--- config.mk ---
export PLATFORM = sky130hd
export DESIGN_NAME = colour_bar_scene
export DESIGN_NICKNAME = d
export VERILOG_FILES = /design/src/rtl/colour_bar_scene.sv
export SDC_FILE = /design/constraint.sdc
export NUM_CORES = 1
export LEC_CHECK = 0
export CAP_MARGIN = 20
export CORE_MARGIN = 4
export CORE_UTILIZATION = 25
export DETAILED_ROUTE_END_ITERATION = 8
export PLACE_DENSITY_LB_ADDON = 0.08
export SYNTH_ARGS = -nofsm -noshare
export SYNTH_HDL_FRONTEND = slang
export SYNTH_SLANG_ARGS = --single-unit
export TNS_END_PERCENT = 50
--- constraint.sdc ---
create_clock -name clk_0 -period 2.8 [get_ports clk_0]
set_clock_uncertainty 0.05 [all_clocks]
set_input_delay 0.56 -clock clk_0 [delete_from_list [all_inputs] [get_ports clk_0]]
set_output_delay 0.56 -clock clk_0 [all_outputs]
set_load 0.005 [all_outputs]
--- src/rtl/colour_bar_scene.sv ---
// Colour-bar scene generator: repeating palette bars, vertical or horizontal,
// with per-frame scrolling. Bar position is tracked by counters, no dividers.
module colour_bar_scene #(
  parameter int unsigned H_VIDEO       = 640,
  parameter int unsigned V_VIDEO       = 480,
  parameter int unsigned BAR_WIDTH     = 20,
  parameter int unsigned NUM_COLOURS   = 3,
  parameter logic [23:0] PALETTE       = 24'h15EE54,
  parameter int unsigned COLOUR_BITS   = 1,
  parameter int unsigned SCROLL_PERIOD = 1
) (
  input  logic                   clk_0,
  input  logic                   rst,
  input  logic [9:0]             pixel_x,
  input  logic [9:0]             pixel_y,
  input  logic                   video_on,
  input  logic                   mode,
  input  logic                   scroll_en,
  input  logic                   scroll_dir,
  output logic [COLOUR_BITS-1:0] red,
  output logic [COLOUR_BITS-1:0] green,
  output logic [COLOUR_BITS-1:0] blue
);

  localparam logic [9:0] X_LAST  = 10'(H_VIDEO - 1);
  localparam logic [9:0] Y_LAST  = 10'(V_VIDEO - 1);
  localparam logic [7:0] BW_LAST = 8'(BAR_WIDTH - 1);
  localparam logic [2:0] NC_LAST = 3'(NUM_COLOURS - 1);
  localparam logic [7:0] SP_LAST = 8'(SCROLL_PERIOD - 1);

  typedef struct packed {
    logic [2:0] idx;
    logic [7:0] pos;
  } bar_t;

  function automatic bar_t bar_inc(input bar_t b);
    bar_t r;
    r = b;
    if (b.pos == BW_LAST) begin
      r.pos = '0;
      r.idx = (b.idx == NC_LAST) ? 3'd0 : b.idx + 3'd1;
    end else begin
      r.pos = b.pos + 8'd1;
    end
    return r;
  endfunction

  function automatic bar_t bar_dec(input bar_t b);
    bar_t r;
    r = b;
    if (b.pos == '0) begin
      r.pos = BW_LAST;
      r.idx = (b.idx == '0) ? NC_LAST : b.idx - 3'd1;
    end else begin
      r.pos = b.pos - 8'd1;
    end
    return r;
  endfunction

  bar_t       off_q, col_q, line_q;
  bar_t       col_cur, line_cur;
  logic       col_valid, line_valid;
  logic       mode_q, scroll_q, dir_q;
  logic [7:0] div_q;
  logic       fb, line_start, col_ok, line_ok, pix_ok;
  logic [2:0] sel, rgb;

  always_comb begin
    fb         = video_on && (pixel_x == X_LAST) && (pixel_y == Y_LAST);
    line_start = video_on && (pixel_x == '0);
    // Counter registers hold the next pixel's/line's position; at a line
    // start the current value comes from the offset (or the stepped line).
    col_cur    = line_start ? off_q : col_q;
    line_cur   = line_q;
    if (line_start)
      line_cur = (pixel_y == '0) ? off_q : bar_inc(line_q);
    col_ok  = line_start || col_valid;
    line_ok = (line_start && (pixel_y == '0)) || line_valid;
    sel     = mode_q ? line_cur.idx : col_cur.idx;
    pix_ok  = mode_q ? line_ok : col_ok;
    rgb     = '0;
    for (int unsigned k = 0; k < 8; k++)
      if (sel == 3'(k)) rgb = PALETTE[3*k +: 3];
  end

  always_ff @(posedge clk_0 or negedge rst) begin
    if (!rst) begin
      off_q      <= '0;
      col_q      <= '0;
      line_q     <= '0;
      col_valid  <= 1'b0;
      line_valid <= 1'b0;
      mode_q     <= 1'b0;
      scroll_q   <= 1'b0;
      dir_q      <= 1'b0;
      div_q      <= '0;
      red        <= '0;
      green      <= '0;
      blue       <= '0;
    end else begin
      if (video_on)
        col_q <= bar_inc(col_cur);
      if (line_start) begin
        col_valid <= 1'b1;
        line_q    <= line_cur;
        if (pixel_y == '0) line_valid <= 1'b1;
      end
      if (fb) begin
        mode_q   <= mode;
        scroll_q <= scroll_en;
        dir_q    <= scroll_dir;
        if (scroll_q) begin
          if (div_q == SP_LAST) begin
            div_q <= '0;
            off_q <= dir_q ? bar_dec(off_q) : bar_inc(off_q);
          end else begin
            div_q <= div_q + 8'd1;
          end
        end
      end
      if (video_on && pix_ok) begin
        red   <= {COLOUR_BITS{rgb[2]}};
        green <= {COLOUR_BITS{rgb[1]}};
        blue  <= {COLOUR_BITS{rgb[0]}};
      end else begin
        red   <= '0;
        green <= '0;
        blue  <= '0;
      end
    end
  end

endmodule

=== Word-level counts from Yosys, hierarchy flattened ===
Index checks and enable logic that the tools add are counted.

* Add/sub/neg operators: 9
* Bitwise logic cells: 0
* Reduce and logical (&&, ||, !) cells: 18
* Muxes and demuxes: 30
* Multipliers: 0
* Shifts and indexed selects: 0
* $lt $le $gt $ge: 0
* Div/mod/pow operators: 0
* Equal/unequal tests: 16

{| class="wikitable"
|+ Operator list
! cell !! number
|-
| 3-bit two-way mux || 17
|-
| 11-bit two-way mux || 4
|-
| 8-bit two-way mux || 5
|-
| 8-bit by 1-bit adder with 8-bit output (second input constant) || 4
|-
| 8-bit by 5-bit == test with 1-bit output (second input constant) || 3
|-
| 10-bit logical NOT || 2
|-
| 8-bit logical NOT || 2
|-
| 3-bit by 2-bit == test with 1-bit output (second input constant) || 5
|-
| 3-bit == test (second input constant) || 4
|-
| 10-bit == test (second input constant) || 1
|-
| 10-bit by 9-bit == test with 1-bit output (second input constant) || 1
|-
| 3-bit by 1-bit adder with 3-bit output (second input constant) || 3
|-
| 8-bit by 1-bit subtractor with 8-bit output (second input constant) || 1
|-
| 3-bit logical NOT || 2
|-
| 1-bit logical AND || 5
|-
| 5-bit AND reduction || 1
|-
| 1-bit two-way mux || 4
|-
| 2-bit AND reduction || 2
|-
| 3-bit by 1-bit == test with 1-bit output (second input constant) || 1
|-
| 3-bit AND reduction || 1
|-
| 3-bit by 1-bit subtractor with 3-bit output (second input constant) || 1
|-
| 1-bit logical OR || 2
|-
| 2-bit by 1-bit != test with 1-bit output (second input constant) || 1
|-
| 2-bit nonzero test || 1
|}

* Logic and storage cells: 88
* Bits in registers: 49
* Latch bits: 0
* Memories: 0
* Output and inout port bits: 3
* Bits of input ports: 26
* RAM bits: 0
* Bits in read-only memories: 0

=== Logic depth before layout (Yosys ltp) ===
Gate-level depths: netlist of the first run.

* Depth in word-level cells: 16
* Depth in mapped cells: 15
* Gate-level depth less buffers: 11

=== Least setup slack after synthesis of the first run ===
No wires, ideal clock.

* Path kind: input -> register
* From: input video_on
* To: register col_q[6] in the netlist's numbering
* Path slack: -0.269 ns
* Stages: 15
* Path buffers: 4
* Setup time: 0.078 ns
* Arrival: 2.942 ns
* Data required time: 2.672 ns
* Cell sequence: buf_2 nor3b_1 nand3_1 clkbuf_1 clkbuf_1 nand2_1 o21ai_0 ha_1 clkbuf_1 and3_1 and3_1 mux2i_1 xnor2_1 a21oi_1 o2bb2ai_1

* Longest elaborated chain between the ends: 4
* Elaborated cells on any way between the ends: 5
* Classes of those cells: add/sub (1); eq/ne (1); mux (2); reduce/logical (1)

{| class="wikitable"
|+ Ends and longest elaborated chain
! item !! RTL line !! text
|-
| from (decl) || 16 || <nowiki>input logic video_on,</nowiki>
|-
| 1-bit logical AND || 70 || <nowiki>line_start = video_on && (pixel_x == '0);</nowiki>
|-
| 11-bit two-way mux || 73 || <nowiki>col_cur = line_start ? off_q : col_q;</nowiki>
|-
| 8-bit by 1-bit adder with 8-bit output or 8-bit by 5-bit == test with 1-bit output (tied branches) || 43, 39 ||
|-
| 8-bit two-way mux || 39 || <nowiki>if (b.pos == BW_LAST) begin</nowiki>
|-
| to (signal assigned) || 102 || <nowiki>col_q <= bar_inc(col_cur);</nowiki>
|-
| to (decl) || 60 || <nowiki>bar_t off_q, col_q, line_q;</nowiki>
|}

Several ways; a longest one is shown, not always the timed one.
A chain may end at the register's enable or synchronous reset.

=== Final worst setup path of the first run ===
* From: input pixel_x[7]
* To: register div_q[7]

* Longest elaborated chain between the ends: 4

{| class="wikitable"
|+ Ends and longest elaborated chain
! item !! RTL line !! text
|-
| from (decl) || 14 || <nowiki>input logic [9:0] pixel_x,</nowiki>
|-
| 10-bit == test || 69 || <nowiki>fb = video_on && (pixel_x == X_LAST) && (pixel_y == Y_LAST);</nowiki>
|-
| 1-bit logical AND (2 in series) || 69 ||
|-
| 2-bit AND reduction (no source line) || -- ||
|-
| to (signal assigned) || 117 || <nowiki>div_q <= div_q + 8'd1;</nowiki>
|-
| to (decl) || 64 || <nowiki>logic [7:0] div_q;</nowiki>
|}

Every way passes these cells.

==> summary.md, run 1 <==
| Metric | Value |
|---|---|
| Ranking of synthesized cells by area | `dfrtp_1 37%, o21ai_0 6.2%, ha_1 4.5%, nand3_1 3.3%, nand2_1 3.2%` |
| Clock latency on the worst-skew pair | `0.31 ns` |
| Die Area | `0.0151 mm²` |
| R2r startpoint | `div_q[0]` |
| Async SR Flop Fraction | `1.00` |
| Net Count, Synth | `416` |
| Root Driver | `clkbuf_16` |
| Util after Layout | `0.334` |
| VDD IR max | `286 µV` |
| Num rows | `41` |
| Max Cap Viol | `0` |
| Worst-Margin Slew | `0.625 ns` |
| Cts bufs inserted | `5` |
| Hold_buf cts | `0` |
| Total GRT Usage | `0.137` |
| H-tree depth reported by CTS | `2` |
| Number of fillers in the final layout | `1313` |
| Primary FF master, synth | `dfrtp_1` |
| CTS tree | `built` |
| Area delta synth->final | `29.1%` |
| Yosys cell types | `65` |
| DRT antenna net count | `0` |
| EDFF count, synth | `0` |
| Cells after synthesis | `378` |
| Cell Area, Synth | `0.00330 mm²` |
| Synth warn | `0` |
| Status | `finished, final reports clean` |
| Number of antenna violations at the first check in global routing | `0` |
| Die X | `123 µm` |
| Sequential share of the synthesized area | `0.371` |
| Die extent in y | `123 µm` |
| Clock Path Buffers | `2` |
| PD cells | `456 mW/mm²` |
| GRT overflow | `0` |
| Crit. End Element | `flip-flop` |
| Yosys reg bits | `49` |
| Share of cells above drive strength 1 | `0.182` |
| Antenna diode count | `0` |
| Final WL | `9.82 mm` |
| Post-placement cell area | `0.00407 mm²` |
| Top-area cell type share of the netlist area | `0.371` |
| Vias in the first global route | `3017` |
| Via count | `3092` |
| Initial core utilization | `0.258` |
| Pins Over Slew Limit | `0` |
| DR WL/cell | `16.1 µm` |
| Vias per inst | `5.06` |
| Clock Sinks | `49` |
| Final Hold Viols | `0` |
| Initial DRC Count | `234` |
| Relative slew margins | `0.578` |
| DP HPWL | `7.25 mm` |
| Gpl congestion | `0.772` |
| Minimum clock period | `2.66 ns` |
| # DRC | `0` |
| Worst setup startpoint | `pixel_x[7]` |
| Crit path kind | `in2reg` |
| Clock transition at path regs | `0.07 ns` |
| Pleak | `1.80 nW` |
| Period utilization | `0.950` |
| Syn avg cell area | `8.73 µm²` |
| Hold Path Class | `in2async` |
| CP required | `2.99 ns` |
| Largest net degree at the start of global routing | `27` |
| Largest area contributor in the netlist | `dfrtp_1` |
| Final setup fails | `0` |
| Crit path arrival time | `2.85 ns` |
| First-pass GRT wire length | `15.9 mm` |
| Core Box Area | `0.0128 mm²` |
| Critical Path Fanout Max | `3` |
| IO Port Bufs | `28` |
| Initial DRT Pass Iterations | `4` |
| I/O pin count | `29` |
| Peak Freq | `376 MHz` |
| Final net count | `476` |
| Setup crit start kind | `input port` |
| Finished Cell Area | `0.00426 mm²` |
==> cells in the final DEF, fill, tap and decap left out, types with 13 or more instances in the layout <==
cell / netlist / layout
buf_4: 1 / 39
nor2_1: 25 / 25
dfrtp_1: 49 / 49
a21oi_1: 19 / 19
clkdlybuf4s50_1: 0 / 21
nand3_1: 22 / 21
and3_1: 14 / 13
o21ai_0: 41 / 39
nand2_1: 28 / 28
inv_1: 22 / 22
==> final cells by class <==
class                   instances  area [µm²]  area share
multi-input cells             292        1990       0.467
flip-flops and latches         49        1230       0.288
inverters                      22        82.6      0.0194
repair buffers                 68         603       0.142
clock inverters                 2        13.8     0.00323
well taps                     172         215      0.0505
clock buffers                   6         129      0.0302
==> power breakdown <==
part	total (mW)	switching (mW)	internal, mW
logic	0.462	0.230	0.232
registers	0.848	0.0679	0.780
clock network	0.631	0.297	0.334
==> registers in the layout, summed over array words and instances, names as in the netlist <==
name        flops
mode_q          1
scroll_q        1
div_q           8
dir_q           1
line_valid      1
green           1
col_valid       1
line_q         11
red             1
blue            1
off_q          11
col_q          11
==> critical path, stage by stage <==
cell and delay, ns:
clkdlybuf4s50_1 0.46, or3b_1 0.44, or4_4 0.57, or3_4 0.37, nor2_4 0.13, and3_4 0.20, xor2_2 0.12
==> stage by stage <==
step	TNS (ns)	worst slack (ns)	hold WS (ns)	instances	total power, mW
2_1_floorplan	0	0.0316	0.214	378	1.14
3_3_place_gp	-2.40	-0.217	0.414	601	1.32
3_5_place_dp	-2.91	-0.265	0.406	601	1.32
4_1_cts	0	0.0506	0.217	609	1.98
5_1_grt	-0.00370	-0.00370	0.248	611	2.08
6_report	0	0.141	0.201	611	1.94
==> logic make-up after synthesis <==
family / after synthesis / synth area share
adder cells (fa/ha/maj): 12 / 0.0455
flip-flops: 49 / 0.371
XOR/XNOR: 12 / 0.0341
multiplexers: 18 / 0.0580
AO/OA/AOI/OAI: 107 / 0.206
AND/OR/NAND/NOR: 143 / 0.241
buffers and inverters: 37 / 0.0436
==> timing repair <==
| action | 4_1_cts | 5_1_grt |
|---|---|---|
| gates resized for setup | 0 | 12 |
| buffers inserted | 0 | 2 |
| setup endpoints to repair | 0 | 8 |
==> metal layers <==
metal | track usage | up-vias | routed length [µm]
li1 | - | 1519 | -
met5 | 0 | - | 0
met4 | 0.0462 | 0 | 140
met1 | 0.188 | 1515 | 4870
met3 | 0.0284 | 9 | 463
met2 | 0.216 | 49 | 4350
==> synth_stat cells (9+ instances only) <==
cell / number
nand4_1: 11
nand3_1: 22
nor2_1: 25
and3_1: 14
clkbuf_1: 12
ha_1: 12
a21oi_1: 19
dfrtp_1: 49
mux2_2: 9
mux2i_1: 9
inv_1: 22
nand2_1: 28
o21ai_0: 41
==> final timing paths <==
check / to / slack, ns / cells past startpoint
hold reg to reg: col_valid / 0.44 / 1
setup reg to reg: off_q[7] / 0.34 / 8
max in group asynchronous: col_q[6] / 1.91 / 2
hold / removal: div_q[5] / 0.20 / 1
setup / recovery: div_q[7] / 0.14 / 7
min in group clk_0: col_valid / 0.44 / 1
(Power assumes the default switching activity.)
==> run 2, diff against run 1 <==
- CORE_UTILIZATION: 25 -> 58
==> run 2 against run 1 <==
  * Final cell count shrank 18%
  * Critical path type unchanged
  * Sequential cell count unchanged
  * Cell area is 6.3% lower
  * Fmax shrank 0.69%
  * Highest routed layer unchanged
  * Hold slack worse by 0.012 ns
  * Total power is 9.9% lower
  * Largest cell class unchanged
  * Critical path depth stayed put
  * Clock power is 33% lower
==> summary.md, run 2 (same netlist as run 1, synthesis figures left out) <==
| Metric | Value |
|---|---|
| Most frequent cells in the layout | `49 x dfrtp_1, 39 x o21ai_0, 29 x buf_4, 28 x nand2_1, 25 x nor2_1` |
| Antenna diode count | `0 (unchanged)` |
| Vias per inst | `6.20 (+22%)` |
| Final Instance Count excl. Fillers | `501 (-18%)` |
| Total GRT Usage | `0.250 (+0.112)` |
| Cell family with most CP delay | `simple AND/OR/NAND/NOR gates` |
| Total power | `1.75 mW (-9.9%)` |
| Status | `finished, final reports clean` |
| DRT antenna net count | `0 (unchanged)` |
| Clock Sinks | `49 (unchanged)` |
| Die Area | `0.00696 mm² (-54%)` |
| Critical Path Fanout Max | `3 (unchanged)` |
| Initial DRT Pass Iterations | `5 (+1)` |
| Initial DRC Count | `189 (-19%)` |
| CP required | `2.99 ns (about the same)` |
| Clock transition at path regs | `0.10 ns (+0.03 ns)` |
| Gpl congestion | `0.993 (+29%)` |
| I/O pin count | `29 (unchanged)` |
| Period utilization | `0.956 (+0.00664)` |
| Final WL | `8.26 mm (-16%)` |
| VDD IR max | `339 µV (+19%)` |
| Root Driver | `clkbuf_8` |
| Worst setup startpoint | `pixel_x[7]` |
| Worst path slowest cell | `or4_4` |
| Final Hold Viols | `0 (unchanged)` |
| Via count | `3104 (+0.39%)` |
| Share of cells above drive strength 1 | `0.161 (-0.0214)` |
| Largest regs | `col_q: 11 flops, line_q: 11 flops, off_q: 11 flops` |
| Max Cap Viol | `0 (unchanged)` |
| GRT overflow | `0 (unchanged)` |
| Vias in the first global route | `3069 (+1.7%)` |
| Area delta synth->final | `21.0%` |
| DP HPWL | `6.15 mm (-15%)` |
| Die X | `83.4 µm (-32%)` |
| Clock latency on the worst-skew pair | `0.31 ns (about the same)` |
| Pleak | `1.73 nW (-4.3%)` |
| Final setup fails | `0 (unchanged)` |
| Peak Freq | `373 MHz (-0.69%)` |
| DR WL/cell | `16.5 µm (+2.5%)` |
| Crit path arrival time | `2.87 ns (+0.02 ns)` |
| # DRC | `0 (unchanged)` |
| Most common cell after layout, fill and taps aside | `dfrtp_1` |
| Finished Cell Area | `0.00399 mm² (-6.3%)` |
| Util after Layout | `0.725 (+0.391)` |
| Core Box Area | `0.00551 mm² (-57%)` |
| Post-placement cell area | `0.00387 mm² (-4.9%)` |
| Final net count | `466 (-2.1%)` |
| R2r startpoint | `div_q[0]` |
| Number of fillers in the final layout | `428 (-67%)` |
| Crit path buf inv count | `1 (unchanged)` |
| Num rows | `27 (-34%)` |
| IO Port Bufs | `28 (unchanged)` |
| RSZ-0062 raised after global routing | `false` |
| Critical-path cell list | `clkdlybuf4s50_1 -> or3b_1 -> or4_4 -> or3_4 -> nor2_4 -> and3_4 -> xor2_2` |
| Crit. End Element | `flip-flop` |
| Cts bufs inserted | `5 (unchanged)` |
| First-pass GRT wire length | `14.5 mm (-9.3%)` |
| Die extent in y | `83.4 µm (-32%)` |
| Relative slew margins | `0.567 (-0.0106)` |
| Number of antenna violations at the first check in global routing | `0 (unchanged)` |
| Initial core utilization | `0.599 (+0.341)` |
| Minimum clock period | `2.68 ns (+0.0186 ns)` |
| Setup crit start kind | `input port` |
| DP Cell Count | `491 (-18%)` |
| Pins Over Slew Limit | `0 (unchanged)` |
| Clock Path Buffers | `2 (unchanged)` |
| Largest net degree at the start of global routing | `26 (-3.7%)` |
| Hold Path Class | `in2async` |
| H-tree depth reported by CTS | `2 (unchanged)` |
| CTS tree | `built` |
| Reg2reg setup slack | `0.33 ns (about the same)` |
| Crit path kind | `in2reg` |
| Delay of the slowest cell on the worst path | `0.57 ns (about the same)` |
| Worst-Margin Slew | `0.641 ns (+0.0158 ns)` |
| PD cells | `438 mW/mm² (-3.9%)` |
==> run 2: area by class of cell <==
| class | count | area (µm²) | area share |
|---|---|---|---|
| Multi-Input combinational cell | 292 | 1980 | 0.496 |
| Timing Repair Buffer | 58 | 528 | 0.132 |
| Clock inverter | 3 | 17.5 | 0.00439 |
| Clock buffer | 5 | 68.8 | 0.0172 |
| Inverter | 22 | 82.6 | 0.0207 |
| Tap cell | 72 | 90.1 | 0.0226 |
| Sequential cell | 49 | 1230 | 0.307 |
==> run 2: final timing paths <==
| kind | end | depth (start not counted) |
|---|---|---|
| worst min-delay path | div_q[3] | 1 |
| worst max-delay path | div_q[7] | 7 |
| max in group asynchronous | col_q[8] | 2 |
| worst min register to register | col_valid | 1 |
| worst max register to register | off_q[5] | 8 |
| min in group clk_0 | col_valid | 1 |
==> run 2: stage by stage <==
step / hold slack, ns / TNS [ns] / setup WS [ns]
floorplan: 0.214 / 0 / 0.0316
global placement: 0.403 / -1.77 / -0.226
detailed placement: 0.407 / -2.64 / -0.312
CTS: 0.203 / 0 / 0.00894
global route: 0.223 / 0 / 0.0172
finish: 0.189 / 0 / 0.122
==> run 2: repair_timing <==
action	4_1_cts	5_1_grt
pin swaps	2	3
cloned	0	0
setup buffers	1	1
endpoints found under the setup margin	1	2
hold buffers	0	0
gates resized for setup	0	9
==> run 2: power by group <==
| part | total [mW] | switching (mW) | internal (mW) |
|---|---|---|---|
| clock network | 0.421 | 0.248 | 0.173 |
| logic | 0.486 | 0.235 | 0.250 |
| registers | 0.842 | 0.0627 | 0.780 |
| total | 1.75 | 0.546 | 1.20 |
==> run 2: routing by layer <==
layer | vias up | wire, µm | GRT usage
met5 | - | 0 | 0
li1 | 1501 | - | -
met4 | 0 | 155 | 0.0789
met2 | 102 | 3890 | 0.402
met3 | 12 | 420 | 0.0456
met1 | 1489 | 3790 | 0.342
==> run 2: worst register-to-register path, delay by kind of cell, from the launching register on <==
kind,cells,cell delay [ns]
and+or+nand+nor,3,1.10
DFF,1,0.43
AOI/OAI and AO/OA,2,0.32
buffers and inverters,2,0.30
adders and majority gates,1,0.14
==> run 3, diff against run 2 <==
- CTS_BUF_LIST: unset -> sky130_fd_sc_hd__clkbuf_8 sky130_fd_sc_hd__clkbuf_16
- MAX_ROUTING_LAYER: unset -> met4
==> run 3 against run 2 <==
  * Global-route usage is 0.73 points higher
  * Wire length is 0.69% lower
  * Clock-buffer cell count stayed put
  * Total power is 0.13% lower
  * First-iteration DRC count is 5.3% higher
  * Sequential cell count stayed put
  * Non-clock buffer count stayed put
  * Via count is 0.81% lower
  * Die area stayed put
  * Final cell count stayed put
  * Critical path type unchanged
==> summary.md, run 3 (same netlist as run 1, synthesis figures left out) <==
| Metric | Value |
|---|---|
| GRT overflow | `0 (unchanged)` |
| Crit path arrival time | `2.87 ns (about the same)` |
| Setup crit start kind | `input port` |
| CTS tree | `built` |
| Vias in the first global route | `3067 (-0.065%)` |
| Clock transition at path regs | `0.10 ns (about the same)` |
| M3 GR Usage | `0.0456 (unchanged)` |
| Final WL | `8.20 mm (-0.69%)` |
| Number of antenna violations at the first check in global routing | `0 (unchanged)` |
| DP HPWL | `6.15 mm (unchanged)` |
| Vias per inst | `6.15 (-0.81%)` |
| Final net count | `466 (unchanged)` |
| Clock latency on the worst-skew pair | `0.30 ns (about the same)` |
| Peak Freq | `373 MHz (about the same)` |
| PD cells | `437 mW/mm² (-0.13%)` |
| Clock Sinks | `49 (unchanged)` |
| DRT antenna net count | `0 (unchanged)` |
| I/O pin count | `29 (unchanged)` |
| Most frequent cells in the layout | `49 x dfrtp_1, 39 x o21ai_0, 29 x buf_4, 28 x nand2_1, 25 x nor2_1` |
| Met2 Resource Use GR | `0.403 (+0.00146)` |
| RSZ-0062 raised after global routing | `false` |
| Gpl congestion | `1.01 (+1.9%)` |
| Total power | `1.75 mW (-0.13%)` |
| Hold Path Class | `in2async` |
| Die Area | `0.00696 mm² (unchanged)` |
| Hold_buf cts | `0 (unchanged)` |
| Initial DRC Count | `199 (+5.3%)` |
| Finished Cell Area | `0.00399 mm² (unchanged)` |
| Area delta synth->final | `21.0% (unchanged)` |
| Status | `finished, final reports clean` |
| # DRC | `0 (unchanged)` |
| Period utilization | `0.957 (about the same)` |
| Core Box Area | `0.00551 mm² (unchanged)` |
| CP required | `2.99 ns (about the same)` |
| DR WL/cell | `16.4 µm (-0.69%)` |
| Critical Path Fanout Max | `3 (unchanged)` |
| Final Hold Viols | `0 (unchanged)` |
| Crit path kind | `in2reg` |
| Antenna diode count | `0 (unchanged)` |
| Relative slew margins | `0.581 (+0.0135)` |
| Initial DRT Pass Iterations | `4 (-1)` |
| Final setup fails | `0 (unchanged)` |
| Post-placement cell area | `0.00387 mm² (unchanged)` |
| Initial core utilization | `0.599 (unchanged)` |
| Pins Over Slew Limit | `0 (unchanged)` |
| Largest net degree at the start of global routing | `26 (unchanged)` |
| Number of fillers in the final layout | `428 (unchanged)` |
| Worst-Margin Slew | `0.621 ns (-0.0200 ns)` |
| Root Driver | `clkbuf_8` |
| Largest regs | `col_q: 11 flops, line_q: 11 flops, off_q: 11 flops` |
| Pleak | `1.73 nW (unchanged)` |
| Num rows | `27 (unchanged)` |
| Most common cell after layout, fill and taps aside | `dfrtp_1` |
| Crit. End Element | `flip-flop` |
| Met1 usage | `0.342 (-0.000630)` |
| First-pass GRT wire length | `14.4 mm (about the same)` |
| Max Cap Viol | `0 (unchanged)` |
| Die extent in y | `83.4 µm (unchanged)` |
| Cts bufs inserted | `5 (unchanged)` |
| H-tree depth reported by CTS | `2 (unchanged)` |
| Via count | `3079 (-0.81%)` |
| Total GRT Usage | `0.257 (+0.00730)` |
| VDD IR max | `339 µV (-0.22%)` |
| IO Port Bufs | `28 (unchanged)` |
| Share of cells above drive strength 1 | `0.161 (unchanged)` |
| Die X | `83.4 µm (unchanged)` |
| Grt peak-use layer | `met2` |
| Minimum clock period | `2.68 ns (+0.00111 ns)` |
| Clock Path Buffers | `2 (unchanged)` |
==> run 3: cell counts in the layout (fill, tap and decap cells not counted) <==
No cell type changed its count.
==> run 3: through the flow <==
stage / std cells / TNS, ns / utilization / setup WS [ns] / hold slack (ns)
CTS: 500 / 0 / 0.721 / 0.00894 / 0.203
floorplan: 378 / 0 / - / 0.0316 / 0.214
finish: 501 / 0 / 0.725 / 0.121 / 0.193
global route: 501 / 0 / 0.725 / 0.0172 / 0.224
detailed placement: 491 / -2.64 / 0.703 / -0.312 / 0.407
global placement: 491 / -1.77 / 0.703 / -0.226 / 0.403
==> run 3: path summary, 6_finish.rpt <==
path | start | end | slack (ns) | depth (start not counted)
worst min-delay path | rst | div_q[3] | 0.19 | 1
min in group clk_0 | col_valid | col_valid | 0.44 | 1
max in group asynchronous | rst | col_q[8] | 1.94 | 2
worst max register to register | div_q[0] | off_q[5] | 0.34 | 8
worst max-delay path | pixel_x[7] | div_q[7] | 0.12 | 7
worst min register to register | col_valid | col_valid | 0.44 | 1
==> run 3: per-layer routing <==
layer  wire, µm  vias up
li1           -     1500
met1       3690     1467
met2       3850       97
met3        496       15
met4        167        0
met5          0        -
==> run 3: cell type report <==
| type | count | area [µm²] | share of cell area |
|---|---|---|---|
| multi-input combinational | 292 | 1980 | 0.496 |
| sequential | 49 | 1230 | 0.307 |
| timing repair buffer | 58 | 528 | 0.132 |
| tap | 72 | 90.1 | 0.0226 |
| inverter | 22 | 82.6 | 0.0207 |
| clock buffer | 5 | 68.8 | 0.0172 |
| clock inverter | 3 | 17.5 | 0.00439 |
==> run 3: timing repair <==
item,CTS,global route
gates resized for setup,0,9
endpoints found under the setup margin,1,2
setup buffers,1,1
pin swaps,2,3
==> run 3: power breakdown <==
group          switching, mW  leakage (nW)  internal, mW
registers             0.0626         0.636         0.780
logic                  0.236          1.05         0.250
clock network          0.245        0.0439         0.173
==> run 3: worst max-delay path, cell delays in order <==
cell	delay (ns)
clkdlybuf4s50_1	0.45
or3b_1	0.45
or4_4	0.57
or3_4	0.37
nor2_4	0.14
and3_4	0.20
xor2_2	0.12
